$ cat config.mk
export PLATFORM = sky130hd
export DESIGN_NAME = riscv_hazard_fwd_unit
export DESIGN_NICKNAME = d
export VERILOG_FILES = /design/src/rtl/riscv_pkg.sv /design/src/rtl/riscv_fwd_mux_sel.sv /design/src/rtl/riscv_hazard_fwd_unit.sv
export SDC_FILE = /design/constraint.sdc
export NUM_CORES = 1
export LEC_CHECK = 0
export CAP_MARGIN = 15
export CORE_MARGIN = 2
export CORE_UTILIZATION = 40
export DETAILED_ROUTE_END_ITERATION = 8
export PLACE_DENSITY = 0.86
export SYNTH_ARGS = -nofsm -noshare
export SYNTH_HDL_FRONTEND = slang
export SYNTH_SLANG_ARGS = --single-unit
$ cat constraint.sdc
create_clock -name clk -period 5.6 [get_ports clk]
set_clock_uncertainty 0.2 [all_clocks]
set_input_delay 1.12 -clock clk [delete_from_list [all_inputs] [get_ports clk]]
set_output_delay 1.12 -clock clk [all_outputs]
set_load 0.1 [all_outputs]
$ cat src/rtl/riscv_pkg.sv
// Shared RV32I pipeline definitions: forwarding-select codes and hazard FSM state.
package riscv_pkg;

  localparam logic [1:0] FWD_REGFILE = 2'b10;
  localparam logic [1:0] FWD_MEM     = 2'b01;
  localparam logic [1:0] FWD_WB      = 2'b00;
  localparam logic [1:0] FWD_WB1     = 2'b11;

  typedef enum logic [0:0] {
    IDLE     = 1'b0,
    LU_STALL = 1'b1
  } hz_state_t;

endpackage

$ cat src/rtl/riscv_fwd_mux_sel.sv
// Forwarding-origin select for a single EX source operand (MEM > WB > WB+1 > regfile).
import riscv_pkg::*;

module riscv_fwd_mux_sel #(
  parameter int unsigned REG_AW = 5
) (
  input  logic [REG_AW-1:0] rs,
  input  logic [REG_AW-1:0] mem_rd,
  input  logic              mem_reg_write,
  input  logic              mem_mem_read,
  input  logic [REG_AW-1:0] wb_rd,
  input  logic              wb_reg_write,
  input  logic [REG_AW-1:0] wb1_rd,
  input  logic              wb1_valid,
  output logic [1:0]        sel_c
);

  // Youngest producer wins; x0 is never a forwarding source.
  always_comb begin
    sel_c = FWD_REGFILE;
    if (mem_reg_write && !mem_mem_read && (mem_rd != '0) && (mem_rd == rs)) begin
      sel_c = FWD_MEM;
    end else if (wb_reg_write && (wb_rd != '0) && (wb_rd == rs)) begin
      sel_c = FWD_WB;
    end else if (wb1_valid && (wb1_rd != '0) && (wb1_rd == rs)) begin
      sel_c = FWD_WB1;
    end
  end

endmodule

$ cat src/rtl/riscv_hazard_fwd_unit.sv
// Hazard/forwarding unit: per-operand forward selects, load-use stall FSM, branch flush.
// Optional performance counters enabled by defining HAZARD_PERF_CNT_EN.
import riscv_pkg::*;

module riscv_hazard_fwd_unit #(
  parameter int unsigned NUM_SRC  = 2,
  parameter int unsigned REG_AW   = 5,
  parameter int unsigned LOAD_LAT = 1
) (
  input  logic                      clk,
  input  logic                      rst,
  input  logic [NUM_SRC*REG_AW-1:0] id_rs,
  input  logic [NUM_SRC-1:0]        id_rs_used,
  input  logic [NUM_SRC*REG_AW-1:0] ex_rs,
  input  logic [REG_AW-1:0]         ex_rd,
  input  logic                      ex_reg_write,
  input  logic                      ex_mem_read,
  input  logic                      ex_branch_taken,
  input  logic [REG_AW-1:0]         mem_rd,
  input  logic                      mem_reg_write,
  input  logic                      mem_mem_read,
  input  logic [REG_AW-1:0]         wb_rd,
  input  logic                      wb_reg_write,
  output logic [2*NUM_SRC-1:0]      fwd_sel,
  output logic                      stall_pc,
  output logic                      stall_if_id,
  output logic                      bubble_id_ex,
  output logic                      flush_if_id,
  output logic                      flush_id_ex
`ifdef HAZARD_PERF_CNT_EN
  ,
  output logic [31:0]               lu_stall_cnt,
  output logic [31:0]               flush_cnt
`endif
);

  localparam int unsigned CNT_W = 3;

  logic [REG_AW-1:0]    wb1_rd;
  logic                 wb1_valid;
  logic [2*NUM_SRC-1:0] fwd_raw;
  logic                 src_hit;
  logic                 lu_hit;
  hz_state_t            state_q, state_d;
  logic [CNT_W-1:0]     cnt_q, cnt_d;
  logic                 stall_c;

  // WB+1 history for a register file without write-through.
  always_ff @(posedge clk or posedge rst) begin
    if (rst) begin
      wb1_rd    <= '0;
      wb1_valid <= 1'b0;
    end else begin
      wb1_rd    <= wb_rd;
      wb1_valid <= wb_reg_write;
    end
  end

  for (genvar g = 0; g < NUM_SRC; g++) begin : g_src
    riscv_fwd_mux_sel #(.REG_AW(REG_AW)) u_sel (
      .rs            (ex_rs[g*REG_AW +: REG_AW]),
      .mem_rd        (mem_rd),
      .mem_reg_write (mem_reg_write),
      .mem_mem_read  (mem_mem_read),
      .wb_rd         (wb_rd),
      .wb_reg_write  (wb_reg_write),
      .wb1_rd        (wb1_rd),
      .wb1_valid     (wb1_valid),
      .sel_c         (fwd_raw[2*g +: 2])
    );
  end

  always_comb begin
    src_hit = 1'b0;
    for (int unsigned i = 0; i < NUM_SRC; i++) begin
      if (id_rs_used[i] && (id_rs[i*REG_AW +: REG_AW] == ex_rd)) src_hit = 1'b1;
    end
  end

  assign lu_hit = ex_mem_read && ex_reg_write && (ex_rd != '0) && src_hit;

  always_ff @(posedge clk or posedge rst) begin
    if (rst) begin
      state_q <= IDLE;
      cnt_q   <= '0;
    end else begin
      state_q <= state_d;
      cnt_q   <= cnt_d;
    end
  end

  // First stall cycle is taken in IDLE; LU_STALL covers the remaining LOAD_LAT-1.
  always_comb begin
    state_d = state_q;
    cnt_d   = cnt_q;
    stall_c = 1'b0;
    if (ex_branch_taken) begin
      state_d = IDLE;
      cnt_d   = '0;
    end else begin
      case (state_q)
        IDLE: begin
          if (lu_hit) begin
            stall_c = 1'b1;
            if (LOAD_LAT > 1) begin
              state_d = LU_STALL;
              cnt_d   = CNT_W'(LOAD_LAT - 1);
            end
          end
        end
        LU_STALL: begin
          stall_c = 1'b1;
          cnt_d   = cnt_q - CNT_W'(1);
          if (cnt_q == CNT_W'(1)) state_d = IDLE;
        end
        default: begin
          state_d = IDLE;
          cnt_d   = '0;
        end
      endcase
    end
  end

  // Outputs are forced to their safe values while reset is held.
  assign fwd_sel      = rst ? {NUM_SRC{FWD_REGFILE}} : fwd_raw;
  assign stall_pc     = stall_c && !rst;
  assign stall_if_id  = stall_c && !rst;
  assign bubble_id_ex = stall_c && !rst;
  assign flush_if_id  = ex_branch_taken && !rst;
  assign flush_id_ex  = ex_branch_taken && !rst;

`ifdef HAZARD_PERF_CNT_EN
  always_ff @(posedge clk or posedge rst) begin
    if (rst) begin
      lu_stall_cnt <= '0;
      flush_cnt    <= '0;
    end else begin
      if (stall_pc && (lu_stall_cnt != 32'hFFFF_FFFF)) lu_stall_cnt <= lu_stall_cnt + 32'd1;
      if (flush_id_ex && (flush_cnt != 32'hFFFF_FFFF)) flush_cnt <= flush_cnt + 32'd1;
    end
  end
`endif

endmodule

==> impl_metrics.tcl, run 1 <==
set metrics [dict create \
    status "finished clean" \
    antenna_found_initial 0 \
    firstDrtPassIters 4 \
    port-buffer-count 53 \
    route.detailed.drc 0 \
    cp-startpoint "wb_rd[0]" \
    grt_pass1_wl_mm 4.457 \
    cts_resized 0 \
    utilization_pct 67.48 \
    fin_setup_tns_ns 0 \
    swShare_pct 28.82 \
    setup_viol 0 \
    timing.final.crit_share_pct 83.94 \
    p_sw_mw 0.06576 \
    crit_type "input pin to primary output" \
    viasPerCell 5.332 \
    clkLatencyLatePin_ns 0.25 \
    r2r_start "cnt_q[0]$_DFFE_PP0P_" \
    hold_class "flip-flop to flip-flop" \
    grt_max_degree 14 \
    grt_setup_unrepaired "no" \
    grt_pass1_vias 1093 \
    hold-worst-slack_ns 0.3497 \
    grt-ovfl-total 0 \
    dieArea_um2 2729 \
    drv_cap 0 \
    slew_headroom_pct 68.82 \
    wire_per_inst_um 14.78 \
    endpoint_kind "primary output" \
    postCtsSetupRepairBufs 0 \
    initialDrtViolationCount 12 \
    yosysTopAreaCell "xnor2_1" \
    cts_buffers 3 \
    hold_viol 0 \
    synth_area_leaders "xnor2_1 30%, dfrtp_1 27%, xor2_1 9.4%, nand4_1 5.4%, nand2_1 2.8%" \
    fp-row-count 17 \
    ant_nets 0 \
    p_leak_nw 0.5529 \
    hp-start "cnt_q[2]$_DFFE_PP0P_" \
    drive_above_1_share_pct 10.06 \
    vdd_drop_max_uv 177.4 \
    synthesis.area_um2 930.9 \
    synth_top_cell_area_share_pct 30.11 \
    power_density_nw_per_um2 152.9 \
    crit_fanout 4 \
    wl_mm 2.764 \
    netlist_instances 105 \
    finalCriticalPeriod_ns 4.701 \
    cts.sinks 10 \
    grtUsageTotal_pct 22.03 \
    worstPathRequired_ns 4.28 \
    initial_utilization_pct 42.08 \
    crit_path_start_kind "input pin" \
    maxSlewViolCount 0 \
    fp.coreArea_um2 2212 \
    die_w_um 52.24 \
    ioPinCount 54 \
    clk_pin_slew_ns 0.06 \
    avgSynthCellArea_um2 8.866 \
    worst_pin_slew_ns 0.4672 \
    p_comb_share_pct 39.2 \
    fin_nets 207 \
    area.growth.synth_to_final_pct 60.35 \
    cts_tree "done" \
    htreeDepth 1 \
    fmax_ghz 0.2127 \
    synth_seq_cells 10 \
    power_frac_clock_pct 27.1 \
    worstPathArrival_ns 3.38 \
    gp_congestion 0.8787 \
    cts.hold.buffers_added 0 \
    ys_warn_count 0 \
    die_height_um 52.24 \
    clockBufferDepth 2 \
    ys_types 23 \
    ys_seq_area_share_pct 26.88 \
    vias 997 \
    hpwl_mm 2.426 \
    sequentialPowerShare_pct 33.7 \
    p_int_mw 0.1624 \
    syn_nets 152 \
    diodes 0 \
    cts-root-buf "clkbuf_4" \
]
## metal layers
metal / global-route usage (%) / up-vias / share of wire (%) / wire length, um
li1: - / 472 / - / -
met1: 21.39 / 456 / 35 / 964
met2: 45.15 / 65 / 52 / 1447
met3: 6.286 / 4 / 12 / 329
met4: 4.274 / 0 / 0.83 / 23
met5: 0 / - / 0 / 0
## cell type report
type	count	area, um2
clock buffers	4	36.28
fillers	182	719.4
inverters	3	11.26
multi-input cells	89	651.9
flip-flops and latches	10	250.2
well taps	28	35.03
repair buffers	53	508.0
## metrics by stage
step / std cells / total power, mW / setup WS [ns] / instance area (um2)
2_1_floorplan: 105 / 0.1184 / 0.3503 / 935.9
3_3_place_gp: 183 / 0.1647 / 0.9446 / 1456
3_5_place_dp: 183 / 0.1677 / 0.9131 / 1456
4_1_cts: 187 / 0.2303 / 0.9085 / 1493
5_1_grt: 187 / 0.2405 / 0.8008 / 1493
6_report: 187 / 0.2282 / 0.8993 / 1493
## sequential cells by signal, summed over array words and instances, names as in the netlist
name       flops
cnt_q          3
state_q        1
wb1_rd         5
wb1_valid      1
## placed cells by master, fill, tap and decap left out, drive strengths merged
cell / synthesis / routed
clkdlybuf4s50: 0 / 44
xnor2: 32 / 32
xor2: 10 / 10
dfrtp: 10 / 10
buf: 3 / 9
nand4: 8 / 8
nand2: 7 / 7
nor2: 7 / 7
nor3: 5 / 5
clkbuf: 0 / 4
inv: 3 / 3
or4: 3 / 3
nor4: 3 / 3
a21oi: 2 / 2
nor2b: 2 / 2
ha: 2 / 2
nand2b: 1 / 1
o21ai: 1 / 1
o21a: 1 / 1
a41o: 1 / 1
o22ai: 1 / 1
a41oi: 1 / 1
nor3b: 1 / 1
a211oi: 1 / 1
## critical path, stage by stage
cell and delay (ns):
clkdlybuf4s50_1 0.49, or4_1 0.57, nor2_2 0.12, nor4_1 0.08, or4_1 0.52, a21oi_1 0.17
buf_4 0.31
## final timing paths
kind | cells after the start | slack [ns] | end
min reg2reg | 2 | 0.35 | cnt_q[2]$_DFFE_PP0P_
max in group asynchronous | 2 | 3.78 | cnt_q[2]$_DFFE_PP0P_
max | 7 | 0.90 | fwd_sel[2]
max reg2reg | 3 | 4.30 | cnt_q[1]$_DFFE_PP0P_
min | 2 | 0.35 | cnt_q[2]$_DFFE_PP0P_
min in group asynchronous | 2 | 1.09 | wb1_rd[2]$_DFF_PP0_
## synthesized netlist by cell type (all sizes together)
cell    instances
a41oi           1
a21oi           2
o21a            1
nand2           7
a211oi          1
or4             3
nor2            7
dfrtp          10
nor2b           2
nor3            5
buf             3
o22ai           1
xor2           10
nor3b           1
inv             3
nor4            3
xnor2          32
ha              2
a41o            1
nand4           8
o21ai           1
nand2b          1
## power by group through the flow
| stage | Sequential (mW) | Combinational, mW | Clock [mW] |
|---|---|---|---|
| 2_1_floorplan | 0.0776 | 0.0408 | 0 |
| 3_3_place_gp | 0.0780 | 0.0867 | 0 |
| 3_5_place_dp | 0.0781 | 0.0896 | 0 |
| 4_1_cts | 0.0768 | 0.0898 | 0.0638 |
| 5_1_grt | 0.0771 | 0.0953 | 0.0681 |
| 6_report | 0.0768 | 0.0895 | 0.0619 |
## kinds of logic after synthesis
logic type                 after synthesis  share of synthesized area, %
and+or+nand+nor                         37                         21.24
adders and majority gates                2                         2.688
buffers and inverters                    6                         3.629
xor gates and xnor gates                42                         39.52
DFF                                     10                         26.88
AOI/OAI and AO/OA                        8                         6.049
Power figures use the tool's default switching activity.
==> inputs of run 2 (changes only) <==
--- a/config.mk
+++ b/config.mk
@@ -7,9 +7,9 @@
 export LEC_CHECK = 0
 export CAP_MARGIN = 15
 export CORE_MARGIN = 2
-export CORE_UTILIZATION = 40
+export CORE_UTILIZATION = 34
 export DETAILED_ROUTE_END_ITERATION = 8
-export PLACE_DENSITY = 0.86
+export PLACE_DENSITY = 0.78
 export SYNTH_ARGS = -nofsm -noshare
 export SYNTH_HDL_FRONTEND = slang
 export SYNTH_SLANG_ARGS = --single-unit
==> constraint.sdc (replaced) <==
create_clock -name clk -period 3.81 [get_ports clk]
set_clock_uncertainty 0.2 [all_clocks]
set_input_delay 0.762 -clock clk [delete_from_list [all_inputs] [get_ports clk]]
set_output_delay 0.762 -clock clk [all_outputs]
set_load 0.1 [all_outputs]
==> run 2 against run 1 <==
Effect of this change:
- worst hold slack worse by 0.00063 ns
- combinational power up 52%
- sequential power up 47%
- critical path depth unchanged
- count of clock-buffer cells in the layout unchanged
- critical endpoint unchanged
- cell count up 3.2%
- final area up 9.2%
- critical path type unchanged
- first-iteration DRC count up 33%
- highest routed layer unchanged
- register-to-register slack worse by 1.7 ns
==> impl_metrics.tcl, run 2 (synthesis results as in run 1) <==
set metrics [dict create \
    ant_nets 0 \
    wire_per_inst_um 13.53 \
    grt_setup_unrepaired "no" \
    dieArea_um2 3173 \
    dpl_cell_area_um2 1594 \
    viasPerCell 4.938 \
    area.growth.synth_to_final_pct 75.13 \
    grt-ovfl-total 0 \
    clk_pin_slew_ns 0.06 \
    fin_nets 211 \
    cts.sinks 10 \
    finalCriticalPeriod_ns 3.733 \
    die_height_um 56.33 \
    status "finished clean" \
    p_leak_nw 0.6016 \
    vias 953 \
    power_density_nw_per_um2 208.9 \
    clkLatencyLatePin_ns 0.26 \
    fillers 206 \
    final_cell_mix "44 x clkdlybuf4s50_1, 32 x xnor2_1, 10 x xor2_1, 10 x dfrtp_1, 8 x nand4_1" \
    cts-root-buf "clkbuf_4" \
    crit_type "input pin to primary output" \
    fmax_ghz 0.2679 \
    htreeDepth 1 \
    cts_buffers 3 \
    antenna_found_initial 0 \
    wl_mm 2.611 \
    multi_input_area_um2 669.4 \
    gp_congestion 0.8631 \
    hold_class "flip-flop to flip-flop" \
    hpwl_mm 2.358 \
    worstPathRequired_ns 2.85 \
    grt_pass1_vias 990 \
    initial_utilization_pct 36.58 \
    pre_cts_slack_ns -0.03452 \
    port-buffer-count 53 \
    vdd_drop_max_uv 202.6 \
    hold-worst-slack_ns 0.3491 \
    cts.hold.buffers_added 0 \
    endpoint_kind "primary output" \
    fp-row-count 18 \
    setup_viol 0 \
    cts_tree "done" \
    maxSlewViolCount 0 \
    initialDrtViolationCount 16 \
    regMostFlops "wb1_rd" \
    slew_headroom_pct 70.10 \
    cts_resized 0 \
    route.detailed.drc 0 \
    grt_pass1_wl_mm 4.305 \
    drv_cap 0 \
    crit_fanout 2 \
    setup_ws_ns 0.07671 \
    fp.coreArea_um2 2545 \
    die_w_um 56.33 \
    worstPathArrival_ns 2.77 \
    firstDrtPassIters 4 \
    diodes 0 \
    ioPinCount 54 \
    final_common_cell "clkdlybuf4s50_1" \
    postLayoutCellArea_um2 1630 \
    drive_above_1_share_pct 12.88 \
    hold_viol 0 \
    top_regs "wb1_rd x5, cnt_q x3" \
    largest_reg_flops 5 \
    grtUsageTotal_pct 17.04 \
    timing.final.crit_share_pct 97.99 \
    postCtsSetupRepairBufs 0 \
    crit_path_start_kind "input pin" \
    worst_pin_slew_ns 0.4480 \
    ff_latch_area_um2 250.2 \
    grt_max_degree 14 \
    clockBufferDepth 2 \
]
==> run 2: changes by cell type in the layout (fill, tap and decap cells not counted), sizes merged <==
cell and delta:
buf +4
==> run 2: worst paths after layout <==
kind	from	end	slack (ns)	cells past startpoint
max reg2reg	cnt_q[0]$_DFFE_PP0P_	cnt_q[1]$_DFFE_PP0P_	2.57	3
max in group asynchronous	rst	wb1_rd[3]$_DFF_PP0_	2.30	2
min	cnt_q[2]$_DFFE_PP0P_	cnt_q[2]$_DFFE_PP0P_	0.35	2
min in group asynchronous	rst	wb1_valid$_DFF_PP0_	0.80	2
min reg2reg	cnt_q[2]$_DFFE_PP0P_	cnt_q[2]$_DFFE_PP0P_	0.35	2
max	wb_rd[0]	fwd_sel[2]	0.08	7
==> run 2: layer usage <==
metal / part of all wire [%] / global-route usage (%) / vias up
met5: 0 / 0 / -
met2: 52 / 30.59 / 23
li1: - / - / 477
met4: 0.96 / 7.143 / 0
met1: 43 / 20.03 / 451
met3: 3.9 / 2.535 / 2
==> run 2: timing repair <==
action                     4_1_cts  5_1_grt
setup endpoints to repair        1        1
gates cloned                     0        0
pin swaps                        1        1
hold endpoints to repair         0        0
==> run 2: cell type report <==
class	count	share of cell area [%]
well taps	30	2.302
inverters	3	0.6907
repair buffers	57	38.37
multi-input cells	89	41.06
flip-flops and latches	10	15.35
clock buffers	4	2.226
==> run 2: critical path: stages <==
cell and delay, ns:
clkdlybuf4s50_1 0.42, or4_1 0.55, nor2_2 0.11, nor4_1 0.07, or4_1 0.47, a21oi_4 0.20
buf_12 0.19
==> run 2: metrics by stage <==
| step | TNS (ns) | power (mW) | utilization (%) | cells |
|---|---|---|---|---|
| floorplan | 0 | 0.1745 | - | 105 |
| global placement | -0.02760 | 0.2481 | 62.64 | 189 |
| detailed placement | -0.03452 | 0.2506 | 62.64 | 189 |
| CTS | 0 | 0.3470 | 64.06 | 193 |
| global route | 0 | 0.3619 | 64.06 | 193 |
| finish | 0 | 0.3405 | 64.06 | 193 |
==> run 2: report_power, final <==
part / internal (mW) / switching, mW / total [mW] / leakage, nW
clock: 0.0579 / 0.0340 / 0.0919 / 0.0210
combinational: 0.0761 / 0.0597 / 0.136 / 0.455
sequential: 0.109 / 0.00338 / 0.113 / 0.126
==> inputs of run 3 (changes only) <==
--- a/config.mk
+++ b/config.mk
@@ -6,7 +6,7 @@
 export NUM_CORES = 1
 export LEC_CHECK = 0
 export CAP_MARGIN = 15
-export CORE_MARGIN = 2
+export CORE_MARGIN = 10
 export CORE_UTILIZATION = 34
 export DETAILED_ROUTE_END_ITERATION = 8
 export PLACE_DENSITY = 0.78
==> run 3 against run 2 <==
Effect of this change:
- final area increased by 1.8%
- combinational power hardly changed
- register-to-register slack about the same
- count of clock-buffer cells in the layout unchanged
- global-route usage down 4.8 points
- clock power rose by 0.7%
- critical endpoint unchanged
==> impl_metrics.tcl, run 3 (synthesis results as in run 1) <==
set metrics [dict create \
    grt_pass1_vias 1040 \
    setup_viol 0 \
    setup_ws_ns 0.04322 \
    multi_input_area_um2 688.2 \
    grt_pass1_wl_mm 5.078 \
    hpwl_mm 2.873 \
    finalCriticalPeriod_ns 3.767 \
    worstPathRequired_ns 2.85 \
    dpl_cell_area_um2 1594 \
    p_sw_mw 0.1004 \
    placed_cells 189 \
    postLayoutCellArea_um2 1659 \
    ff2ff_path_depth 3 \
    crit_fanout 2 \
    worst_pin_slew_ns 0.4688 \
    fp-row-count 18 \
    clockBufferDepth 2 \
    regMostFlops "wb1_rd" \
    largest_reg_flops 5 \
    crit_type "input pin to primary output" \
    diodes 0 \
    ff_latch_area_um2 250.2 \
    vias 968 \
    power_frac_clock_pct 26.9 \
    endpoint_kind "primary output" \
    die_w_um 72.33 \
    cts_tree "done" \
    ant_nets 0 \
    final_cell_mix "43 x clkdlybuf4s50_1, 32 x xnor2_1, 10 x xor2_1, 10 x dfrtp_1, 8 x nand4_1" \
    swShare_pct 29.14 \
    dieArea_um2 5231 \
    status "finished clean" \
    fmax_ghz 0.2655 \
    maxSlewViolCount 0 \
    drive_above_1_share_pct 15.24 \
    firstDrtPassIters 4 \
    cts.sinks 10 \
    ioPinCount 54 \
    fp.coreArea_um2 2545 \
    initialDrtViolationCount 44 \
    clkLatencyLatePin_ns 0.26 \
    gp_congestion 0.8361 \
    pre_cts_slack_ns -0.03735 \
    top_regs "wb1_rd x5, cnt_q x3" \
    cts.hold.buffers_added 0 \
    htreeDepth 1 \
    crit_path_start_kind "input pin" \
    power_density_nw_per_um2 207.6 \
    port-buffer-count 53 \
    initial_utilization_pct 36.58 \
    fillers 200 \
    cts_buffers 3 \
    timing.final.crit_share_pct 98.87 \
    p_int_mw 0.2441 \
    route.detailed.drc 0 \
    fin_cells 194 \
    final_common_cell "clkdlybuf4s50_1" \
    worstPathArrival_ns 2.80 \
    fin_nets 212 \
    drv_cap 0 \
    whs_path_depth 2 \
    vdd_drop_max_uv 182.2 \
    r2r_slack_ns 2.56 \
    p_leak_nw 0.6199 \
    hold_class "flip-flop to flip-flop" \
    die_height_um 72.33 \
    slew_headroom_pct 68.46 \
    p_comb_share_pct 40.3 \
    antenna_found_initial 0 \
    cts-root-buf "clkbuf_4" \
    grt_max_degree 14 \
    sequentialPowerShare_pct 32.8 \
    grtUsageTotal_pct 12.20 \
    wl_mm 3.199 \
    area.growth.synth_to_final_pct 78.23 \
    wire_per_inst_um 16.49 \
    grt-ovfl-total 0 \
    clk_pin_slew_ns 0.06 \
    viasPerCell 4.990 \
    hold_viol 0 \
    total_power_mw 0.3445 \
]
[run 3: changes by cell type in the layout (fill, tap and decap cells not counted)]
cell	before	now
or4_4	0	2
nor4_1	3	2
dlymetal6s2s_1	0	1
nor2_2	1	0
buf_4	6	7
clkdlybuf4s50_1	44	43
or4_1	3	1
nor4_2	0	1
nor2_4	0	1
[run 3: final cells by class]
class,instances,share of cell area (%)
Timing Repair Buffer,58,38.31
Multi-Input combinational cell,89,41.48
Clock buffer,4,2.187
Tap cell,30,2.262
Sequential cell,10,15.08
Inverter,3,0.6787
[run 3: what timing repair did]
item                                    CTS  global route
gates resized for setup                   0             5
setup buffers                             0             1
endpoints found under the setup margin    1             1
pin swaps                                 1             4
[run 3: power groups by stage]
| stage | Clock [mW] | Sequential, mW | Combinational (mW) |
|---|---|---|---|
| floorplan | 0 | 0.114 | 0.0604 |
| CTS | 0.0979 | 0.113 | 0.137 |
| global route | 0.104 | 0.113 | 0.148 |
| detailed placement | 0 | 0.115 | 0.137 |
| finish | 0.0925 | 0.113 | 0.139 |
| global placement | 0 | 0.115 | 0.134 |
[run 3: path summary, 6_finish.rpt]
path,from,to
setup / recovery,wb_rd[3],fwd_sel[2]
hold / removal,cnt_q[1]$_DFFE_PP0P_,cnt_q[1]$_DFFE_PP0P_
max in group asynchronous,rst,wb1_rd[4]$_DFF_PP0_
hold reg to reg,cnt_q[1]$_DFFE_PP0P_,cnt_q[1]$_DFFE_PP0P_
min in group asynchronous,rst,wb1_valid$_DFF_PP0_
setup reg to reg,cnt_q[0]$_DFFE_PP0P_,cnt_q[1]$_DFFE_PP0P_
[run 3: worst max-delay path: stages]
cell	delay (ns)
clkdlybuf4s50_1	0.42
or4_4	0.53
nor2_4	0.13
nor4_2	0.07
or4_4	0.55
a21oi_4	0.16
buf_12	0.19
[run 3: metrics by stage]
stage,TNS (ns),utilization (%),hold WS (ns)
after floorplan,0,-,0.3052
after global placement,-0.02301,62.64,0.3217
after detailed placement,-0.03735,62.64,0.3626
after CTS,0,64.06,0.3711
after global routing,-0.01100,65.19,0.4053
final,0,65.19,0.3658
[run 3: metal layers]
layer | part of all wire [%] | vias to the layer above | routed length [um] | global-route usage [%]
met2 | 56 | 36 | 1796 | 22.06
met5 | 0 | - | 0 | 0
li1 | - | 485 | - | -
met1 | 36 | 445 | 1147 | 12.43
met3 | 6.8 | 2 | 218 | 3.673
met4 | 1.2 | 0 | 37 | 5.806
==> variant 1: new RTL, settings of run 2 <==
Build with the macro `HAZARD_PERF_CNT_EN` defined.
--- a/src/rtl/riscv_hazard_fwd_unit.sv
+++ b/src/rtl/riscv_hazard_fwd_unit.sv
@@ -1,5 +1,7 @@
 // Hazard/forwarding unit: per-operand forward selects, load-use stall FSM, branch flush.
 // Optional performance counters enabled by defining HAZARD_PERF_CNT_EN.
+`define HAZARD_PERF_CNT_EN
+
 import riscv_pkg::*;
 
 module riscv_hazard_fwd_unit #(
Behaviour (old outputs only; new: flush_cnt and lu_stall_cnt): unchanged (Yosys induction, for registers that start in step).
==> variant 1 against run 2 <==
  * Critical path depth is the same
  * Die area grew to 4.1 times the old value
  * Design area increased to 3.6 times the old value
  * Power rose to 6.8 times the old value
  * Routed wire length rose to 4.0 times the old value
  * Sequential cell count rose by 64
  * Area after synthesis increased to 4.4 times the old value
  * Clock power grew to 10 times the old value
  * Register-to-register slack worse by 1200 ps
  * Maximum frequency grew 1.7%
  * Setup slack improved by 64 ps
  * Sequential power grew to 7.7 times the old value
  * Critical path type unchanged
  * Critical endpoint unchanged
  * Largest power group is now the clock network
==> variant 1: results (changes against run 2) <==
status=completed (unchanged); Leakage=0.00252 uW (was 0.000602 uW); CTS sink cnt=74 (was 10); Hold Path Cell Cnt=1 (was 2); WL met3=687 um (was 103 um); layout cell share with drive strength beyond 1=13.6% (was 12.9%); Avg Inst Size Synth=10.4 um2 (was 8.87 um2); dpl hpwl=7890 um (was 2360 um); wirelength, routed=10400 um (was 2610 um); Non-clock inverters=9 (was 3); fill count=1111 (was 206); placer congestion estimate=0.902 (was 0.863); biggest regs=flush_cnt x32, lu_stall_cnt x32, wb1_rd x5 (was wb1_rd x5, cnt_q x3); number of global-route vias before repair=3597 (was 990); wl on met1=4580 um (was 1120 um); GR Layer Usage met3=5.08% (was 2.53%); Sequential Power Share=37.6% (was 33.1%); GR Util met1=21.5% (was 20.0%); most frequent cells after synthesis=74 x dfrtp_1, 54 x xor2_1, 49 x xnor2_1, 33 x nand3_1, 24 x nand2_1 (was 32 x xnor2_1, 10 x dfrtp_1, 10 x xor2_1, 8 x nand4_1, 7 x nand2_1); Setup WS post-layout=140 ps (was 76.7 ps); Yosys cell types=46 (was 23); r2r endpoint=flush_cnt[21]$_DFFE_PP0P_ (was cnt_q[1]$_DFFE_PP0P_); worst skew pair latency=340 ps (was 260 ps); post-DR wirelength/cell=15.4 um (was 13.5 um); Worst slew margin=33.3% (was 70.1%); Cell Int Power=1560 uW (was 243 uW); Seq. cell area=0.00185 mm2 (was 250 um2); buffer share of cell area=22.3% (was 38.4%); placed inst area=0.00554 mm2 (was 0.00159 mm2); via count=3497 (was 953); H-tree depth=3 (was 1); clk tree area frac=5.44% (was 2.23%); clock buffer count=10 (was 4); Layout Nets=574 (was 211); CP peak stage delay=520 ps (was 550 ps); sequential cell area share=31.6% (was 15.3%)
variant 1: cells by family after synthesis:
family,share of synthesized area (%)
buf+inv,2.79
flops,44.9
compound gates,2.55
xor+xnor,21.9
simple gates,26.2
fa+ha+maj,1.21
mux,0.546
variant 1: worst min-delay path by stage:
stage,from,to,slack (ps)
finish,lu_stall_cnt[30]$_DFFE_PP0P_,lu_stall_cnt[30]$_DFFE_PP0P_,300
global route,lu_stall_cnt[15]$_DFFE_PP0P_,lu_stall_cnt[15]$_DFFE_PP0P_,320
CTS,lu_stall_cnt[15]$_DFFE_PP0P_,lu_stall_cnt[15]$_DFFE_PP0P_,300
detailed placement,lu_stall_cnt[15]$_DFFE_PP0P_,lu_stall_cnt[15]$_DFFE_PP0P_,280
global placement,lu_stall_cnt[30]$_DFFE_PP0P_,lu_stall_cnt[30]$_DFFE_PP0P_,280
floorplan,cnt_q[2]$_DFFE_PP0P_,cnt_q[2]$_DFFE_PP0P_,300
==> variant 2: new RTL, flow settings as in run 2 <==
Without the edit above. `REG_AW` is set to 5 in 2 places; all go to 4.
--- a/src/rtl/riscv_fwd_mux_sel.sv
+++ b/src/rtl/riscv_fwd_mux_sel.sv
@@ -2,7 +2,7 @@
 import riscv_pkg::*;
 
 module riscv_fwd_mux_sel #(
-  parameter int unsigned REG_AW = 5
+  parameter int unsigned REG_AW = 4
 ) (
   input  logic [REG_AW-1:0] rs,
   input  logic [REG_AW-1:0] mem_rd,
--- a/src/rtl/riscv_hazard_fwd_unit.sv
+++ b/src/rtl/riscv_hazard_fwd_unit.sv
@@ -4,7 +4,7 @@
 
 module riscv_hazard_fwd_unit #(
   parameter int unsigned NUM_SRC  = 2,
-  parameter int unsigned REG_AW   = 5,
+  parameter int unsigned REG_AW   = 4,
   parameter int unsigned LOAD_LAT = 1
 ) (
   input  logic                      clk,
Ports: changed (5 resized); port bits go from 54 to 47. No check against the original RTL was run, so the function may have changed too.
==> variant 2 against run 2 <==
  * Area after synthesis decreased by 13%
  * Sequential cell count is 1 lower
  * Power is 16% lower
  * Setup slack gained 180 ps
  * Design area is 15% lower
  * Routed wire length down 16%
  * Register-to-register slack about the same
  * Count of clock-buffer cells in the layout decreased by 1
  * Largest power group unchanged
==> variant 2: results (changes against run 2) <==
placer congestion estimate=0.727 (was 0.863); Leakage=0.000523 uW (was 0.000602 uW); fill count=200 (was 206); CP peak stage delay=470 ps (was 550 ps); status=completed (unchanged); slowest stage cell, crit path=clkdlybuf4s50_1 (was or4_1); Syn Nets=127 (was 152); wirelength, routed=2200 um (was 2610 um); critical path arrival=2600 ps (was 2770 ps); layout cell share with drive strength beyond 1=11.9% (was 12.9%); R2R depth=3 (unchanged); global-route wire length before repair=3390 um (was 4310 um); Hold Path Cell Cnt=2 (unchanged); most frequent cells after synthesis=22 x xor2_1, 12 x xnor2_1, 9 x dfrtp_1, 7 x nand2_1, 6 x nor4_1 (was 32 x xnor2_1, 10 x dfrtp_1, 10 x xor2_1, 8 x nand4_1, 7 x nand2_1); Slew @ Worst Pin=429 ps (was 448 ps); worst hold start=cnt_q[2]$_DFFE_PP0P_ (unchanged); Worst R2R Start=cnt_q[0]$_DFFE_PP0P_ (unchanged); dpl hpwl=1930 um (was 2360 um); final hold slack=349 ps (about the same); Cell Int Power=197 uW (was 243 uW); pin count of the biggest net entering global routing=12 (was 14); Root Buffer=clkbuf_4 (unchanged); R2R Setup Slk=2560 ps (was 2570 ps); VDD IR max=0.138 mV (was 0.203 mV); Layout Nets=175 (was 211); Reg clk slew, reported paths=60 ps (about the same); Seq/Total Area, Yosys=27.8% (was 26.9%); clock buffer depth=2 (unchanged); number of port buffers=46 (was 53); Synth area leaders=dfrtp_1 28%, xor2_1 24%, xnor2_1 13%, nor4_1 4.6%, nand2_1 3.2% (was xnor2_1 30%, dfrtp_1 27%, xor2_1 9.4%, nand4_1 5.4%, nand2_1 2.8%); H-tree depth=1 (unchanged); vias per inst=4.99 (was 4.94); DR pass1 iterations=2 (was 4); critical path peak fanout=3 (was 2); worst skew pair latency=260 ps (about the same); biggest regs=wb1_rd x4, cnt_q x3 (was wb1_rd x5, cnt_q x3); hold endpoint=state_q$_DFF_PP0_ (was cnt_q[2]$_DFFE_PP0P_); number of global-route vias before repair=844 (was 990); r2r endpoint=cnt_q[1]$_DFFE_PP0P_ (unchanged); CTS Buf Count=3 (unchanged); Initial DRC Count=3 (was 16); ant diodes=0 (unchanged); Hold/Removal Path Class=flip-flop to flip-flop (unchanged); gr usage total=16.8% (was 17.0%); Yosys cell types=22 (was 23); placed inst area=0.00136 mm2 (was 0.00159 mm2); Top FF cell, synth=dfrtp_1 (unchanged)
## variant 2: changes by cell type after synthesis, moves of 2 or more
| cell | change |
|---|---|
| nor3_1 | -5 |
| o211ai_1 | +2 |
| xnor2_1 | -20 |
| or4_1 | -2 |
| xor2_1 | +12 |
| nand4_1 | -6 |
| inv_1 | +2 |
| nor4_1 | +3 |
| nor2_1 | -3 |
## variant 2: per-layer routing
metal	wire length, um	part of all wire (%)	track usage (%)	vias up
met3	229	10	3.71	4
met5	0	0	0	-
li1	-	-	-	394
met4	27	1.2	6.41	0
met1	739	34	14.6	365
met2	1200	55	35.6	45
## variant 2: layout make-up
class | count | share of cell area, %
clock inverters | 1 | 0.362
flip-flops and latches | 9 | 16.3
multi-input cells | 70 | 39.8
inverters | 5 | 1.36
well taps | 28 | 2.53
repair buffers | 46 | 38.0
clock buffers | 3 | 1.63
## variant 2: cells by family (layout without fill, tap and decap cells)
| kind of cell | Yosys count | in the layout | share of synthesized area [%] |
|---|---|---|---|
| AOI/OAI and AO/OA | 12 | 12 | 12.2 |
| xor gates and xnor gates | 34 | 34 | 36.8 |
| and+or+nand+nor | 22 | 22 | 15.0 |
| DFF | 9 | 9 | 27.8 |
| adders and majority gates | 2 | 2 | 3.09 |
| buffers and inverters | 8 | 55 | 5.10 |
## variant 2: power by group through the flow
stage          Sequential [uW]  Clock, uW  Combinational [uW]
6_report                   101       71.0                 116
5_1_grt                    101       79.0                 123
4_1_cts                    101       73.9                 117
3_5_place_dp               103          0                 116
3_3_place_gp               103          0                 114
2_1_floorplan              102          0                52.3
## variant 2: how the worst max path moves through the flow
stage / from / depth (start not counted) / slack (ps) / end
floorplan: wb_rd[1] / 3 / 40 / fwd_sel[0]
finish: ex_rd[1] / 6 / 250 / stall_if_id
detailed placement: ex_rd[1] / 6 / 220 / stall_if_id
CTS: ex_rd[1] / 6 / 220 / stall_if_id
global placement: ex_rd[3] / 6 / 290 / bubble_id_ex
global route: ex_rd[1] / 6 / 120 / bubble_id_ex
## variant 2: worst max-delay path, delay by kind of cell
family                 cells  cell delay, ps
buffers and inverters      2             700
AO/OA/AOI/OAI              2             650
AND/OR/NAND/NOR            1             290
XOR/XNOR                   1             190
## variant 2: metrics by stage
stage          std cells  utilization (%)  worst slack, ps
2_1_floorplan         87                -             36.1
3_5_place_dp         158             60.7              220
4_1_cts              162             61.9              220
3_3_place_gp         158             60.7              294
5_1_grt              162             61.9              118
6_report             162             61.9              253
